[src/rtl/alu_sequencer.sv]
// alu_sequencer: issue-side controller for the datapath ALU.
// Expands 4-bit op codes into one or two registered ALU control words.
// Owns the architectural flag and flip registers.
// Turns the ALU branch condition into a branch-taken strobe.
module alu_sequencer (
  input  logic       clk,
  input  logic       reset_n,
  input  logic       op_valid,
  output logic       op_ready,
  input  logic [3:0] op_code,
  output logic [8:0] alu_ctrl,
  input  logic       alu_flagout,
  input  logic       alu_flipout,
  input  logic       alu_branch,
  output logic       flag,
  output logic       flip,
  output logic       wr_en,
  output logic       wr_sel,
  output logic       branch_taken,
  output logic       busy
);

  // Op code encoding
  localparam logic [3:0] OpNop   = 4'h0;
  localparam logic [3:0] OpAdd   = 4'h1;
  localparam logic [3:0] OpSub   = 4'h2;
  localparam logic [3:0] OpAdc   = 4'h3;
  localparam logic [3:0] OpSbc   = 4'h4;
  localparam logic [3:0] OpInc   = 4'h5;
  localparam logic [3:0] OpDec   = 4'h6;
  localparam logic [3:0] OpSra   = 4'h7;
  localparam logic [3:0] OpSrl   = 4'h8;
  localparam logic [3:0] OpSrf   = 4'h9;
  localparam logic [3:0] OpSlf   = 4'hA;
  localparam logic [3:0] OpAddf  = 4'hB;
  localparam logic [3:0] OpAdd16 = 4'hC;
  localparam logic [3:0] OpSlf16 = 4'hD;
  localparam logic [3:0] OpBnz   = 4'hE;
  localparam logic [3:0] OpBloop = 4'hF;

  // ALU control words: [8] const-1, [7] shifter, [6:5] sub-op,
  // [4:3] branch type, [2:1] add source, [0] ignore flip.
  localparam logic [8:0] CtrlNone  = 9'h000;
  localparam logic [8:0] CtrlAdd   = 9'h001;
  localparam logic [8:0] CtrlSub   = 9'h021;
  localparam logic [8:0] CtrlAdc   = 9'h041;
  localparam logic [8:0] CtrlSbc   = 9'h061;
  localparam logic [8:0] CtrlInc   = 9'h101;
  localparam logic [8:0] CtrlDec   = 9'h121;
  localparam logic [8:0] CtrlSra   = 9'h080;
  localparam logic [8:0] CtrlSrl   = 9'h0A0;
  localparam logic [8:0] CtrlSrf   = 9'h0C0;
  localparam logic [8:0] CtrlSlf   = 9'h0E0;
  localparam logic [8:0] CtrlAddf  = 9'h007;
  localparam logic [8:0] CtrlBnz   = 9'h008;
  localparam logic [8:0] CtrlBloop = 9'h018;

  typedef enum logic [1:0] {
    StIdle  = 2'd0,
    StExec  = 2'd1,
    StExec2 = 2'd2
  } state_e;

  state_e     state_q, state_d;
  logic [3:0] op_q, op_d;
  logic [8:0] alu_ctrl_q, alu_ctrl_d;
  logic       wr_sel_q, wr_sel_d;
  logic       flag_q, flag_d;
  logic       flip_q, flip_d;

  logic       accept;
  logic       two_step;
  logic       exec_any;

  // Control word for the first (or only) step of an op.
  function automatic logic [8:0] ctrl_first(input logic [3:0] op);
    logic [8:0] c;
    unique case (op)
      OpNop:   c = CtrlNone;
      OpAdd:   c = CtrlAdd;
      OpSub:   c = CtrlSub;
      OpAdc:   c = CtrlAdc;
      OpSbc:   c = CtrlSbc;
      OpInc:   c = CtrlInc;
      OpDec:   c = CtrlDec;
      OpSra:   c = CtrlSra;
      OpSrl:   c = CtrlSrl;
      OpSrf:   c = CtrlSrf;
      OpSlf:   c = CtrlSlf;
      OpAddf:  c = CtrlAddf;
      OpAdd16: c = CtrlAdd;
      OpSlf16: c = CtrlSlf;
      OpBnz:   c = CtrlBnz;
      OpBloop: c = CtrlBloop;
      default: c = CtrlNone;
    endcase
    return c;
  endfunction

  // Second step: ADD16 chains the carry through ADC, SLF16 repeats the shift.
  function automatic logic [8:0] ctrl_second(input logic [3:0] op);
    logic [8:0] c;
    c = CtrlNone;
    if (op == OpAdd16) begin
      c = CtrlAdc;
    end else if (op == OpSlf16) begin
      c = CtrlSlf;
    end
    return c;
  endfunction

  function automatic logic is_two_step(input logic [3:0] op);
    return (op == OpAdd16) || (op == OpSlf16);
  endfunction

  function automatic logic writes_result(input logic [3:0] op);
    return (op != OpNop) && (op != OpBnz) && (op != OpBloop);
  endfunction

  // Only subtracting ops report a meaningful flip (srcA sign).
  function automatic logic captures_flip(input logic [3:0] op);
    return (op == OpSub) || (op == OpSbc) || (op == OpDec);
  endfunction

  function automatic logic is_branch(input logic [3:0] op);
    return (op == OpBnz) || (op == OpBloop);
  endfunction

  assign two_step = is_two_step(op_q);
  assign exec_any = (state_q == StExec) || (state_q == StExec2);

  // Handshake and per-cycle outputs decoded from state and latched op.
  always_comb begin
    op_ready     = 1'b0;
    wr_en        = 1'b0;
    branch_taken = 1'b0;
    unique case (state_q)
      StIdle:  op_ready = 1'b1;
      StExec:  op_ready = ~two_step;
      StExec2: op_ready = 1'b1;
      default: op_ready = 1'b0;
    endcase
    if (exec_any) begin
      wr_en = writes_result(op_q);
    end
    if (state_q == StExec) begin
      branch_taken = is_branch(op_q) & alu_branch;
    end
  end

  assign accept = op_valid & op_ready;

  // Next state, control word loading and flag/flip capture.
  always_comb begin
    state_d    = state_q;
    op_d       = op_q;
    alu_ctrl_d = alu_ctrl_q;
    wr_sel_d   = wr_sel_q;
    flag_d     = flag_q;
    flip_d     = flip_q;

    unique case (state_q)
      StIdle: begin
        if (accept) begin
          state_d = StExec;
        end
      end
      StExec: begin
        if (two_step) begin
          state_d = StExec2;
        end else if (accept) begin
          state_d = StExec;
        end else begin
          state_d = StIdle;
        end
      end
      StExec2: begin
        state_d = accept ? StExec : StIdle;
      end
      default: state_d = StIdle;
    endcase

    if (accept) begin
      op_d       = op_code;
      alu_ctrl_d = ctrl_first(op_code);
      wr_sel_d   = 1'b0;
    end else if ((state_q == StExec) && two_step) begin
      alu_ctrl_d = ctrl_second(op_q);
      wr_sel_d   = 1'b1;
    end else if (state_d == StIdle) begin
      alu_ctrl_d = CtrlNone;
      wr_sel_d   = 1'b0;
    end

    // Capture happens at the same edge as a possible accept, so the next op
    // already sees the updated flag in its own exec cycle.
    if (wr_en) begin
      flag_d = alu_flagout;
    end
    if ((state_q == StExec) && captures_flip(op_q)) begin
      flip_d = alu_flipout;
    end
  end

  // State registers with synchronous active-low reset.
  always_ff @(posedge clk) begin
    if (!reset_n) begin
      state_q    <= StIdle;
      op_q       <= OpNop;
      alu_ctrl_q <= CtrlNone;
      wr_sel_q   <= 1'b0;
      flag_q     <= 1'b0;
      flip_q     <= 1'b0;
    end else begin
      state_q    <= state_d;
      op_q       <= op_d;
      alu_ctrl_q <= alu_ctrl_d;
      wr_sel_q   <= wr_sel_d;
      flag_q     <= flag_d;
      flip_q     <= flip_d;
    end
  end

  assign alu_ctrl = alu_ctrl_q;
  assign wr_sel   = wr_sel_q;
  assign flag     = flag_q;
  assign flip     = flip_q;
  assign busy     = (state_q != StIdle);

endmodule

[config.mk]
export PLATFORM = sky130hd
export DESIGN_NAME = alu_sequencer
export DESIGN_NICKNAME = d
export VERILOG_FILES = /design/src/rtl/alu_sequencer.sv
export SDC_FILE = /design/constraint.sdc
export NUM_CORES = 1
export LEC_CHECK = 0
export ABC_CLOCK_PERIOD_IN_PS = 5100
export BUFFER_PORTS_ARGS = -buffer_cell sky130_fd_sc_hd__buf_2
export CORE_ASPECT_RATIO = 0.6
export CORE_MARGIN = 8
export CORE_UTILIZATION = 41
export CTS_BUF_LIST = sky130_fd_sc_hd__clkbuf_4 sky130_fd_sc_hd__clkbuf_8
export DETAILED_ROUTE_END_ITERATION = 8
export SLEW_MARGIN = 0
export SYNTH_ARGS = -nofsm -noshare
export SYNTH_HDL_FRONTEND = slang
export SYNTH_SLANG_ARGS = --single-unit
[constraint.sdc]
create_clock -name clk -period 5.1 [get_ports clk]
set_clock_uncertainty 0.1 [all_clocks]
set_input_delay 1.02 -clock clk [delete_from_list [all_inputs] [get_ports clk]]
set_output_delay 1.02 -clock clk [all_outputs]
set_load 0.01 [all_outputs]
Yosys cells after proc, flatten, opt, wreduce, memory -nomap -nowiden
Memories as Yosys holds them, arrays and structs flattened.
Cells that the tools add are included.
- equal/unequal tests: 11
- multiplexer cells: 14
- bitwise operators: 4
- reduce and logical (&&, ||, !) cells: 17
- operators with widths (operator ; count):
    2-to-1 mux 9 bit ; 3
    == test 4 bit, second input constant ; 4
    2-to-1 mux 8 bit ; 2
    == test 4 x 3 -> 1 bit, second input constant ; 2
    != test 4 bit, second input constant ; 2
    one-hot mux 2 bit (3 select lines) ; 1
    logical OR 1 bit ; 5
    2-to-1 mux 1 bit ; 5
    == test 4 x 2 -> 1 bit, second input constant ; 1
    logical AND 1 bit ; 4
    zero test 2 bit ; 2
    2-to-1 mux 2 bit ; 2
    nonzero test 2 bit ; 2
    nonzero test 4 bit ; 1
    OR reduction 2 bit ; 2
    nonzero test 3 bit ; 1
    AND 1 bit ; 2
    == test 2 x 1 -> 1 bit, second input constant ; 1
    == test 2 bit, second input constant ; 1
    inverter 1 bit ; 2
    one-hot mux 1 bit (2 select lines) ; 1
- register bits after elaboration: 18
- bits in read-only memories: 144
- output and inout bits: 16
- logic and storage cells: 53
- memories kept: 1
- memories (name ; depth ; width ; read ports ; clocked after memory_dff ; write ports ; RTL line ; source):
    (no name shown) ; 16 ; 9 ; 1 ; 0 ; 0 ; 78 ; unique case (op)

Logic depth before layout (Yosys ltp)
Gate-level depths: netlist of the first run.
- depth after elaboration: 12
- mapped depth: 6
- mapped depth without buffers: 6

Worst setup path before layout of the first run
Ideal clock, no wire load.
- path type: input port to output port
- start: in alu_branch
- end: out branch_taken
- arrival: 1.222 ns
- data required time: 3.980 ns
- setup slack: 2.758 ns
- stages on the path: 2
- cell sequence: nand2_1 nor2_1
- cells in the longest elaborated chain, start to end: 2
- ends and longest elaborated chain (item ; RTL line ; source):
    from (decl) ; 14 ; input logic alu_branch,
    AND 1 bit ; 147 ; branch_taken = is_branch(op_q) & alu_branch;
    2-to-1 mux 1 bit ; 146 ; if (state_q == StExec) begin
    to (decl) ; 19 ; output logic branch_taken,
Every way passes these cells.

Worst setup path after layout of the first run
- start: reg op_q[2]
- end: out wr_en
- cells in the longest elaborated chain, start to end: 4
- ends and longest elaborated chain (item ; RTL line ; source):
    from (decl) ; 65 ; logic [3:0] op_q, op_d;
    from (signal assigned) ; 209 ; op_q <= OpNop;
    from (signal assigned) ; 216 ; op_q <= op_d;
    != test 4 bit or nonzero test 4 bit (tied branches) ; 117 ; return (op != OpNop) && (op != OpBnz) && (op != OpBloop);
    logical AND 1 bit ; 117 ;
    logical AND 1 bit * ; 117 ;
    2-to-1 mux 1 bit * ; 143 ; if (exec_any) begin
    to (decl) ; 17 ; output logic wr_en,
Mark *: on every way between the ends. The rest lies on a longest branch, timed or not.

==> results.txt, run 1 <==
- Result of the run: finished clean
- The final number of hold-violating endpoints is 0.
- Cell type of the slowest stage on the worst timing path: sky130_fd_sc_hd__or4_2
* Logic depth of the worst register-to-register path: 6
- The filler cells instantiated in the layout total 251.
- Number of buffers inserted by port buffering: 25
- Vias post-DR: roughly 940
- For this design the ratio of total power to cell area is 256 nW/um^2.
* Measured slew at the worst slew-check pin: a little under 0.7 ns
- The smallest clock period supported by the final layout is computed as between 2 and 3 ns.
* Critical path's top delay family: simple AND/OR/NAND/NOR gates
* Synth async-reset ratio: 0
* Category of the most critical setup path: reg2out
- Combined global-route utilization of all metal layers: 0.118
- For this run, the slowest stage of the critical path takes 0.66 ns.
- The number of global-route vias before repair is about 870.
- Once detail routing completed, the nets flagged for antenna violations numbered 0.
* I/O pin count: 26
- The cell sitting at the root of the clock tree is a sky130_fd_sc_hd__clkbuf_8.
- Total Negative Setup Slacks: 0 ns
- After floorplanning, the core was divided into 14 placement rows.
- Worst Setup End Kind: output port
- Of the cells placed in the final design, the portion with a size suffix greater than 1 is 0.250.
* MaxCap Viol Count: 0
* TritonCTS clock tree: done
- Across all hold checks on the routed design, the worst slack comes to 0.352 ns.
- In the routed layout, each cell is associated on average with a via count of 5.35.
* Sequential-to-total area share from yosys stat: 0.332
* Die outline area: 4410 sq um
- Dpl cells: 172
- Antenna violations before repair: 0
- The detailed router finished its first iteration with 55 violations.
- After clock tree synthesis, the clock-pin slew on the worst setup and hold paths is ~0.070 ns.
- Setup repair after global routing missed its margin: false
- CTS built an H-tree with a depth of 1.
- Worst Path Required: 3.98 ns
- When the netlist entered floorplanning its net count stood at 139.
- Data on the critical path arrives at its endpoint at 1.62 ns.
* Peak supply drop: about 0.12 mV
* Drc violations: 0
* Number of sinks driven by the clock tree: 17
- Avg Cell Area, Syn: 8.62 sq um
- The number of setup buffers added after CTS is 0.
* Cts bufs inserted: 3
- In the final routed layout, each cell accounts on average for 14.2 um.
* WP depth: 3
* Initial Util: 0.421
* Final Non-Filler Cells: 176
- For this block, the routed nets add up to 2.49 mm of wire.
- Normalized max-slew margin: 0.544
- Netlist Area Pre-Place: 1030 sq um
- Entering global routing, the biggest net connects 14 pins.
- Final Cell Area: 1220 sq um
* Period Utilization, post-route: 0.537
- Number of nets at the end of the flow: approximately 170
- CP Buf/Inv Count: 1
- Quantity of gates resized following cts: 0
- Warning count from the yosys run: 0
- In this run the vertical extent of the chip is 54.8 um.
* Total of hold buffers inserted after clock tree synthesis: 0
- The analysis attributes to cell leakage a power of approximately 0.55 nW.
* Number of instances in the synthesized netlist: 119
- At the end of routability-driven placement, the weighted congestion stood at 0.849.
- At the placement stage, the worst setup path has a slack of roughly 2.6 ns.
* Fmax achieved: 365 MHz
- Worst min-delay path category: reg2reg
- In the synthesized netlist the dominant register cell turns out to be sky130_fd_sc_hd__dfxtp_1.
- First-pass GRT wire length: 4.05 mm
* Least setup slack across all paths after layout: 2.36 ns
* Maximum net fanout on the critical path: 7
- The signal on the critical path passes through or4_2, and3_1, buf_2.
- Maximum count of clock buffers along a single path: 2
- The worst setup path is launched from a flip-flop.
* Count of distinct cell types in the synthesized netlist: 33
- EDFF count, synth: 0
* Final Slew Violations: 0
* Flops & latches, synth: 17
* Placed cell area: 1170 sq um
* DRT Pass-1 Iters: 4
* Placeable core region: 2430 sq um
* GRT overflow: 0
- Syn-to-layout area delta: 18.8%
- Number of inserted diodes: 0
- Once detailed placement completed, the half-perimeter wirelength came to 1.93 mm.
- Final-report setup violation count: 0
* Clock latency at the later pin of the worst-skew pair: 0.25 ns
* Horizontal die dimension: approximately 80 um
- The worst hold path was traced through 2 stages.
cells in the final DEF, fill, tap and decap left out, types with 2 or more instances in the layout:
master,count
sky130_fd_sc_hd__buf_2,25
sky130_fd_sc_hd__nand2b_1,3
sky130_fd_sc_hd__inv_1,9
sky130_fd_sc_hd__nand3b_1,2
sky130_fd_sc_hd__a2bb2oi_1,2
sky130_fd_sc_hd__mux2i_1,3
sky130_fd_sc_hd__a31oi_1,3
sky130_fd_sc_hd__nor2_1,9
sky130_fd_sc_hd__o211ai_1,3
sky130_fd_sc_hd__ha_1,10
sky130_fd_sc_hd__o21ai_0,5
sky130_fd_sc_hd__clkbuf_8,3
sky130_fd_sc_hd__o221a_2,2
sky130_fd_sc_hd__nand3_1,7
sky130_fd_sc_hd__dfxtp_1,17
sky130_fd_sc_hd__a21oi_1,10
sky130_fd_sc_hd__nand2_1,14
worst reg2reg max path: stages, from the launching register on:
cell	delay, ns
sky130_fd_sc_hd__dfxtp_1	0.39
sky130_fd_sc_hd__inv_1	0.14
sky130_fd_sc_hd__ha_1	0.30
sky130_fd_sc_hd__nor2_1	0.20
sky130_fd_sc_hd__a2bb2oi_1	0.59
sky130_fd_sc_hd__a221oi_1	0.10
sky130_fd_sc_hd__o221a_2	0.26
path summary, 6_finish.rpt:
kind          startpoint           to  slack, ns
max              op_q[2]        wr_en       2.36
min          alu_ctrl[8]  alu_ctrl[8]       0.35
max reg2reg   state_q[0]  alu_ctrl[5]       2.92
min reg2reg  alu_ctrl[8]  alu_ctrl[8]       0.35
synthesized netlist by cell type (2+ instances only):
cell,instances,area (sq um)
sky130_fd_sc_hd__dfxtp_1,17,340
sky130_fd_sc_hd__nand2_1,14,52.6
sky130_fd_sc_hd__a21oi_1,10,50.1
sky130_fd_sc_hd__ha_1,10,125
sky130_fd_sc_hd__inv_1,9,33.8
sky130_fd_sc_hd__nor2_1,9,33.8
sky130_fd_sc_hd__nand3_1,7,35.0
sky130_fd_sc_hd__o21ai_0,5,25.0
sky130_fd_sc_hd__a31oi_1,3,18.8
sky130_fd_sc_hd__clkbuf_1,3,11.3
sky130_fd_sc_hd__mux2i_1,3,30.0
sky130_fd_sc_hd__nand2b_1,3,18.8
sky130_fd_sc_hd__o211ai_1,3,22.5
sky130_fd_sc_hd__a2bb2oi_1,2,17.5
sky130_fd_sc_hd__nand3b_1,2,15.0
sky130_fd_sc_hd__o221a_2,2,22.5
cells by family after synthesis:
kind of cell               share of synthesized area
AOI/OAI and AO/OA                              0.237
adders and majority gates                      0.122
buffers and inverters                         0.0549
DFF                                            0.332
muxes                                         0.0512
and+or+nand+nor                                0.204
registers in the layout (all words and copies together), names as in the netlist:
name      count
alu_ctrl      8
flag          1
flip          1
op_q          4
state_q       2
wr_sel        1
power by group:
part | internal, mW | switching, mW | total, mW
Clock | 0.0542 | 0.0465 | 0.101
Combinational | 0.0266 | 0.0379 | 0.0645
Sequential | 0.140 | 0.00660 | 0.147
Total | 0.221 | 0.0910 | 0.312
area by class of cell:
cell class	count	area [sq um]	area share
clock buffers	3	41.3	0.0339
inverters	10	37.5	0.0308
repair buffers	25	125	0.103
well taps	32	40.0	0.0329
flip-flops and latches	17	340	0.279
multi-input cells	88	629	0.516
clock inverters	1	5.00	0.00411
per-layer routing:
layer / wire (um) / GRT usage
met2: 960 / 0.158
met4: 7 / 0.0210
met1: 1330 / 0.168
met3: 192 / 0.0541
met5: 0 / 0
metrics by stage:
step	util	power [mW]
floorplan	-	0.192
global placement	0.482	0.213
detailed placement	0.482	0.214
CTS	0.501	0.315
global route	0.501	0.333
finish	0.501	0.312
No activity file was read; power rests on OpenSTA's default activity.
==> run 2: changes to the inputs <==
--- a/config.mk
+++ b/config.mk
@@ -5,7 +5,8 @@
 export SDC_FILE = /design/constraint.sdc
 export NUM_CORES = 1
 export LEC_CHECK = 0
-export ABC_CLOCK_PERIOD_IN_PS = 5100
+export ABC_AREA = 1
+export ABC_CLOCK_PERIOD_IN_PS = 2600
 export BUFFER_PORTS_ARGS = -buffer_cell sky130_fd_sc_hd__buf_2
 export CORE_ASPECT_RATIO = 0.6
 export CORE_MARGIN = 8
==> constraint.sdc (replaced) <==
create_clock -name clk -period 2.6 [get_ports clk]
set_clock_uncertainty 0.1 [all_clocks]
set_input_delay 0.52 -clock clk [delete_from_list [all_inputs] [get_ports clk]]
set_output_delay 0.52 -clock clk [all_outputs]
set_load 0.01 [all_outputs]
==> run 2 against run 1 <==
Net effect: cell area down 0.92%; power up 110%; flip-flop and latch count unchanged; via count up 1.1%; sequential power up 97%; non-clock buffer count unchanged; first-iteration DRC count down 40%; synthesized cell count up 19%; register-to-register slack worse by 2.2 ns; cell count up 13%; largest power group unchanged.
==> results.txt, run 2 <==
- Clock period minus final worst setup slack: 2.04 ns
- Vias post-DR: 951
- In the final layout, the share of cells above drive strength 1 is 0.235.
- The number of global-route vias before repair came to 855.
- Synth Area in XOR/XNOR: 0
- MaxCap Viol Count: 0
- The floorplan has 14 rows.
- The synthesized netlist occupies a cell area of 1030 sq um.
- After routing, the total negative slack on setup checks comes to 0 ns.
* Cell type of the slowest stage on the worst timing path: sky130_fd_sc_hd__dfxtp_1
* Most area-consuming cells after synthesis: sky130_fd_sc_hd__dfxtp_1 (33%), sky130_fd_sc_hd__ha_1 (12%), sky130_fd_sc_hd__inv_1 (7.3%), sky130_fd_sc_hd__nand2_1 (6.9%), sky130_fd_sc_hd__o21ai_0 (6.3%)
- The number of gates resized after CTS was 0.
* Sequential-to-total area share from yosys stat: 0.331
* DR vias/cell: 4.80
- Synth async-reset ratio: 0
- Setup repair after global routing missed its margin: false
- EDFF count, synth: 0
- For the worst-skew pair, the clock arrives at the later sink with an insertion delay of 0.25 ns.
* Category of the most critical setup path: reg2out
* Synth Flop Type: sky130_fd_sc_hd__dfxtp_1
- Port buffering added 25 buffers.
- Antenna violations before repair: 0
- The die covers 4420 sq um.
- Detailed placement ended at an HPWL of between 2 and 2.5 mm.
- 26 I/O pins were placed.
* Adder-cell area share of the yosys netlist: 0.122
- The signal on the critical path passes through inv_1, ha_1, nor2_1, nand2_2, nand2_1, inv_1, buf_2.
- Starting DRT DRC Count: 33
- Final-layout worst hold slack: 0.349 ns
- The most numerous cell type found on the critical path is sky130_fd_sc_hd__inv_1.
- Compound-Gate Fraction of Synth Area: 0.167
- Place WS: 0.740 ns
* Number of sinks driven by the clock tree: 17
* Most used cells in the layout excluding fill and tap cells: sky130_fd_sc_hd__buf_2 (25), sky130_fd_sc_hd__inv_1 (20), sky130_fd_sc_hd__nand2_1 (19), sky130_fd_sc_hd__dfxtp_1 (17), sky130_fd_sc_hd__o21ai_0 (13)
- 0 antenna diodes ended up in the layout.
* Average wire length per cell after detail routing: ~13 um
- sky130_fd_sc_hd__dfxtp_1 takes more of the synthesized area than any other cell.
- Total power per unit cell area: 538 nW/um^2
- Avg Cell Area, Syn: 7.23 sq um
- The number of max-slew violations in the final report came to 0.
- The finished layout holds between 150 and 200 standard cells, fillers aside.
- Number of instances in the synthesized netlist: 142
- Most frequent cells after synthesis: sky130_fd_sc_hd__inv_1 (20), sky130_fd_sc_hd__nand2_1 (19), sky130_fd_sc_hd__dfxtp_1 (17)
- For this run, the total global-route usage over all layers was measured as 0.121.
- The worst path meets setup with 0.562 ns of slack.
- Worst Setup End Kind: output port
- Before antenna repair, the detailed router went through 4 iterations.
* Maximum net fanout on the critical path: 4
- Number of nets at the end of the flow: roughly 190
- After synthesis, the share of cell area in mux cells is 0.
* Dpl cells: roughly 190
- Clock-pin slew was measured on the worst setup and hold paths at 0.07 ns.
* Fmax achieved: 491 MHz
- The cell sitting at the root of the clock tree is a sky130_fd_sc_hd__clkbuf_8.
- Worst Setup SP: state_q[1]
* Final weighted congestion in routability-driven placement: 0.821
- Max H-tree Level: 1
- Most common cell after layout, fill and taps aside: sky130_fd_sc_hd__buf_2
- The worst register-to-register path begins at state_q[1].
- Number of post-CTS setup repair buffers: 0
- Flops & latches, synth: 17
- Maximum single-stage delay on the critical path: around 0.4 ns
- Result of the run: finished clean
* Measured slew at the worst slew-check pin: 0.251 ns
* Hold Vio Cnt, Final: 0
* Warning count from the yosys run: 0
* Detail Route Antenna Nets: 0
- Entering global routing, the biggest net connects 17 pins.
- Maximum count of clock buffers along a single path: 2
- For this configuration, the core starts out at a cell density of 0.422.
* TritonCTS clock tree: done
* Period Utilization, post-route: 0.784
* GRT overflow: 0
- Area share of and/or/nand/nor cells after synthesis: 0.266
- The first global-routing pass estimated 4.05 mm of wire.
- Worst min-delay path category: reg2reg
* Dominant combinational cell family by area after synthesis: simple AND/OR/NAND/NOR gates
- Drc violations: 0
- Count of distinct cell types in the synthesized netlist: 26
* Placeable core region: 2430 sq um
* Worst Path Required: 1.98 ns
- Measured along the y axis, the die boundary spans 54.8 um.
- Detailed-route wire length: 2.50 mm
- Measured against its own limit, the worst slew margin works out to 0.831.
- Arrival time at the worst endpoint: approximately 1.4 ns
* Final-report setup violation count: 0
- Max FFs per register: 8
- Synth Net Count: 162
- Peak supply drop: 0.237 mV
- Total of hold buffers inserted after clock tree synthesis: 0
- Most instantiated library cell after synthesis: sky130_fd_sc_hd__inv_1
* HP Start: flip
- Horizontal die dimension: 80.6 um
- Cts bufs inserted: 3
- STA classifies the critical path startpoint as a flip-flop.
- Compared with the post-synthesis result, the final layout area differs by 17.5%.
- Synth top area share: 0.331
* Leak: approximately 0.58 nW
-- run 2: cell count changes in the layout (fill, tap and decap cells not counted), sizes merged, moves of 7 or more --
cell,before,now
inv,9,23
nand2,14,23
o21ai,5,14
nand3,7,14
-- run 2: worst max-delay path: cells and delay by family (launching register included) --
family	cells	cell delay (ns)
fa+ha+maj	1	0.24
buf+inv	3	0.25
flops	1	0.40
simple gates	3	0.29
-- run 2: logic make-up (layout without fill, tap and decap cells) --
logic type,Yosys count,count (layout)
fa+ha+maj,10,10
compound gates,32,32
flops,17,17
simple gates,55,55
buf+inv,28,52
-- run 2: power breakdown --
part | internal, mW | switching (mW)
clock network | 0.106 | 0.0912
logic | 0.0557 | 0.107
registers | 0.278 | 0.0108
-- run 2: stage by stage --
| step | utilization | cell area (sq um) | power (mW) |
|---|---|---|---|
| final | 0.496 | 1210 | 0.650 |
| after global routing | 0.496 | 1210 | 0.699 |
| after CTS | 0.496 | 1210 | 0.655 |
| after detailed placement | 0.477 | 1160 | 0.457 |
| after global placement | 0.477 | 1160 | 0.459 |
| after floorplan | - | 1030 | 0.409 |
-- run 2: routing by layer --
metal / track usage / vias up / routed length (um)
met2: 0.155 / 27 / 889
li1: - / 512 / -
met5: 0 / - / 0
met4: 0.0359 / 0 / 21
met3: 0.0508 / 4 / 212
met1: 0.175 / 408 / 1370
-- run 2: path summary, 6_finish.rpt --
check | endpoint | slack, ns | cells past startpoint
worst min-delay path | flip | 0.35 | 2
worst max register to register | alu_ctrl[4] | 0.75 | 12
worst min register to register | flip | 0.35 | 2
worst max-delay path | op_ready | 0.56 | 7
-- run 2: final cells by class --
cell class	count	area (sq um)
flip-flops and latches	17	340
repair buffers	25	125
well taps	32	40.0
fillers	252	1230
inverters	23	86.3
multi-input cells	97	569
clock buffers	3	41.3
clock inverters	1	5.00
==> run 3: changes to the inputs <==
--- a/config.mk
+++ b/config.mk
@@ -6,13 +6,14 @@
 export NUM_CORES = 1
 export LEC_CHECK = 0
 export ABC_AREA = 1
-export ABC_CLOCK_PERIOD_IN_PS = 2600
+export ABC_CLOCK_PERIOD_IN_PS = 1800
 export BUFFER_PORTS_ARGS = -buffer_cell sky130_fd_sc_hd__buf_2
 export CORE_ASPECT_RATIO = 0.6
 export CORE_MARGIN = 8
 export CORE_UTILIZATION = 41
 export CTS_BUF_LIST = sky130_fd_sc_hd__clkbuf_4 sky130_fd_sc_hd__clkbuf_8
 export DETAILED_ROUTE_END_ITERATION = 8
+export PLACE_DENSITY = 0.67
 export SLEW_MARGIN = 0
 export SYNTH_ARGS = -nofsm -noshare
 export SYNTH_HDL_FRONTEND = slang
==> constraint.sdc (replaced) <==
create_clock -name clk -period 1.8 [get_ports clk]
set_clock_uncertainty 0.1 [all_clocks]
set_input_delay 0.36 -clock clk [delete_from_list [all_inputs] [get_ports clk]]
set_output_delay 0.36 -clock clk [all_outputs]
set_load 0.01 [all_outputs]
==> run 3 against run 2 <==
Net effect: utilization grew 5.7 points; sequential share of layout area fell by 2.3 points; global-route usage increased by 0.27 points; register-to-register slack worse by 0.64 ns; critical endpoint unchanged; largest power group unchanged; clock power rose by 51%; critical path type unchanged; cell area up 12%.
==> results.txt, run 3 (same netlist as run 2, synthesis figures left out) <==
- Setup violations remaining at the end of the flow were counted as 0.
- Total power per unit cell area: about 760 nW/um^2
* CP startpoint kind: flip-flop
- Of the available clock period, the critical path in the final layout requires 0.957.
- Die H: 54.8 um
* Switching power total: between 300 and 400 uW
- Of the total power, combinational logic draws 0.305.
- Fraction of layout cells with a size suffix above 1: 0.353
* Number of inserted diodes: 0
- Based on the critical path, the design can be clocked at up to 580 MHz.
- After global routing the overflow that remains totals 0.
* Worst min-delay path category: in2reg
* Maximum number of pins on one net before global-route repair: 17
* Cell Int Power: 696 uW
- Row count: 14
* Placeable core region: about 2400 sq um
- CTS saw 17 sinks.
* Arrival time at the worst endpoint: 1.26 ns
- In the global route stage, met3 resource usage came out at 0.0639.
- Using the TritonRoute via totals, the vias-per-cell ratio works out to 5.31.
* Antenna violations before repair: 0
- Drc violations: 0
- Peak supply drop: about 0.46 mV
- TritonCTS clock tree: done
* Measured slew at the worst slew-check pin: 0.359 ns
- Clock-pin slew was measured on the worst setup and hold paths at 0.06 ns.
* Worst Setup SP: state_q[0]
- For the worst flop-to-flop path, the logic depth is 12.
- Worst Setup End Kind: output port
- Die outline area: 4420 sq um
* Final Non-Filler Cells: 205
- MaxCap Viol Count: 0
- In this run the critical register-to-register path is captured at alu_ctrl[4].
- Max FFs per register: 8
- Gr busiest metal: met2
- Dividing the detail-routed wire length by the instance count gives 14.6 um.
* Detail Route Antenna Nets: 0
- The final number of hold-violating endpoints was 0.
- Number of global-route vias before repair: ~930
* Starting DRT DRC Count: 57
* Clock network fraction of total power: 0.290
- Root Driver: sky130_fd_sc_hd__clkbuf_8
- Clock period minus final worst setup slack: 1.72 ns
- OpenSTA, run right after detailed placement, puts the worst setup slack at -0.0186 ns.
- Final Cell Area: 1350 sq um
- Detailed-route wire length: 3.00 mm
* Last element of the critical path: op_ready
* Category of the most critical setup path: reg2out
- Final weighted congestion in routability-driven placement: 0.878
- For this run, global-route usage on met1 was measured as 0.150.
- After detailed placement, the total cell area comes to 1170 sq um.
- Initial Util: 0.422
* Met2 layer usage reported by global route: 0.191
* Cts bufs inserted: 3
- Critical R2R Launch: state_q[0]
- The area growth from synthesis to layout is 31.1%.
- Leak: 0.625 nW
- Number of nets at the end of the flow: 194
- Summed over all nets, the half-perimeter wirelength after detailed placement is 2.06 mm.
- The pre-antenna-repair detailed-routing pass consisted of 4 iterations.
- Result of the run: finished clean
- Of the total power, the share spent switching nets is 0.323.
- Measured along the x axis, the die boundary spans 80.6 um.
- I/O pin count: 26
* Most used cells in the layout excluding fill and tap cells: sky130_fd_sc_hd__buf_2 (24), sky130_fd_sc_hd__nand2_1 (18), sky130_fd_sc_hd__inv_1 (17), sky130_fd_sc_hd__dfxtp_1 (14), sky130_fd_sc_hd__o21ai_0 (13)
* Reg-to-reg setup timing slack: 0.11 ns
- Final Slew Violations: 0
- Least setup slack across all paths after layout: between 0.07 and 0.08 ns
* Max H-tree Level: 1
* Vias post-DR: around 1.1k
* Total of hold buffers inserted after clock tree synthesis: 0
* Maximum net fanout on the critical path: 4
* First-pass GRT wire length: 4.22 mm
* Dpl cells: just under 200
* Normalized max-slew margin: 0.759
- For the worst-skew pair, the clock arrives at the later sink with an insertion delay of 0.25 ns.
* Worst Path Required: 1.34 ns
- Of the total power, registers draw 0.405.
* Most common cell after layout, fill and taps aside: sky130_fd_sc_hd__buf_2
- For this run, the share of the core covered by cells in the final layout is 0.553.
- Combined global-route utilization of all metal layers: 0.124
- Setup repair after global routing missed its margin: false
* Maximum count of clock buffers along a single path: 2
* Final-layout worst hold slack: 0.269 ns
- Input and output buffers added on the ports amount to 25.
[run 3: cell count changes in the layout (fill, tap and decap cells not counted), moves of 2 or more]
cell | previous run | this run
sky130_fd_sc_hd__nor2_1 | 12 | 9
sky130_fd_sc_hd__buf_4 | 0 | 6
sky130_fd_sc_hd__dfxtp_4 | 0 | 2
sky130_fd_sc_hd__ha_4 | 0 | 2
sky130_fd_sc_hd__dfxtp_1 | 17 | 14
sky130_fd_sc_hd__inv_1 | 20 | 17
sky130_fd_sc_hd__nand2_4 | 1 | 3
sky130_fd_sc_hd__nor2_4 | 0 | 2
sky130_fd_sc_hd__inv_2 | 3 | 6
sky130_fd_sc_hd__ha_1 | 10 | 7
[run 3: final cells by class]
class | count | area, sq um
Clock buffer | 4 | 48.8
Fill cell | 227 | 1090
Inverter | 23 | 86.3
Multi-Input combinational cell | 98 | 646
Sequential cell | 17 | 349
Tap cell | 32 | 40.0
Timing Repair Buffer | 31 | 176
[run 3: power by group through the flow]
stage | registers (mW) | clock network (mW) | logic (mW)
CTS | 0.417 | 0.306 | 0.244
detailed placement | 0.424 | 0 | 0.240
finish | 0.417 | 0.299 | 0.314
global placement | 0.424 | 0 | 0.232
global route | 0.420 | 0.322 | 0.347
floorplan | 0.429 | 0 | 0.162
[run 3: metrics by stage]
stage / TNS, ns / total power [mW]
6_report: 0 / 1.03
5_1_grt: 0 / 1.09
4_1_cts: 0 / 0.967
3_5_place_dp: -0.0366 / 0.665
3_3_place_gp: 0 / 0.656
2_1_floorplan: 0 / 0.591
[run 3: layer usage]
metal	up-vias	wire length (um)
met3	10	368
met2	55	1380
met1	496	1200
met4	0	55
li1	528	-
met5	-	0
[run 3: worst min path at each step]
| stage | startpoint | to | depth (start not counted) |
|---|---|---|---|
| 2_1_floorplan | op_q[1] | op_q[1] | 2 |
| 6_report | alu_flagout | flag | 3 |
| 3_3_place_gp | flip | flip | 2 |
| 5_1_grt | alu_flagout | flag | 3 |
| 4_1_cts | alu_flagout | flag | 3 |
| 3_5_place_dp | flip | flip | 2 |
[run 3: critical path, stage by stage (launching register included)]
cell                      delay (ns)
sky130_fd_sc_hd__dfxtp_4        0.35
sky130_fd_sc_hd__buf_4          0.14
sky130_fd_sc_hd__ha_4           0.17
sky130_fd_sc_hd__nand2_4        0.08
sky130_fd_sc_hd__nand2_4        0.06
sky130_fd_sc_hd__nand2_1        0.05
sky130_fd_sc_hd__inv_1          0.03
sky130_fd_sc_hd__buf_2          0.13
[run 3: what timing repair did]
action / 4_1_cts / 5_1_grt
endpoints found under the setup margin: 4 / 11
pin swaps: 0 / 3
resized for setup: 3 / 21
gates cloned: 0 / 1
buffers inserted: 0 / 5
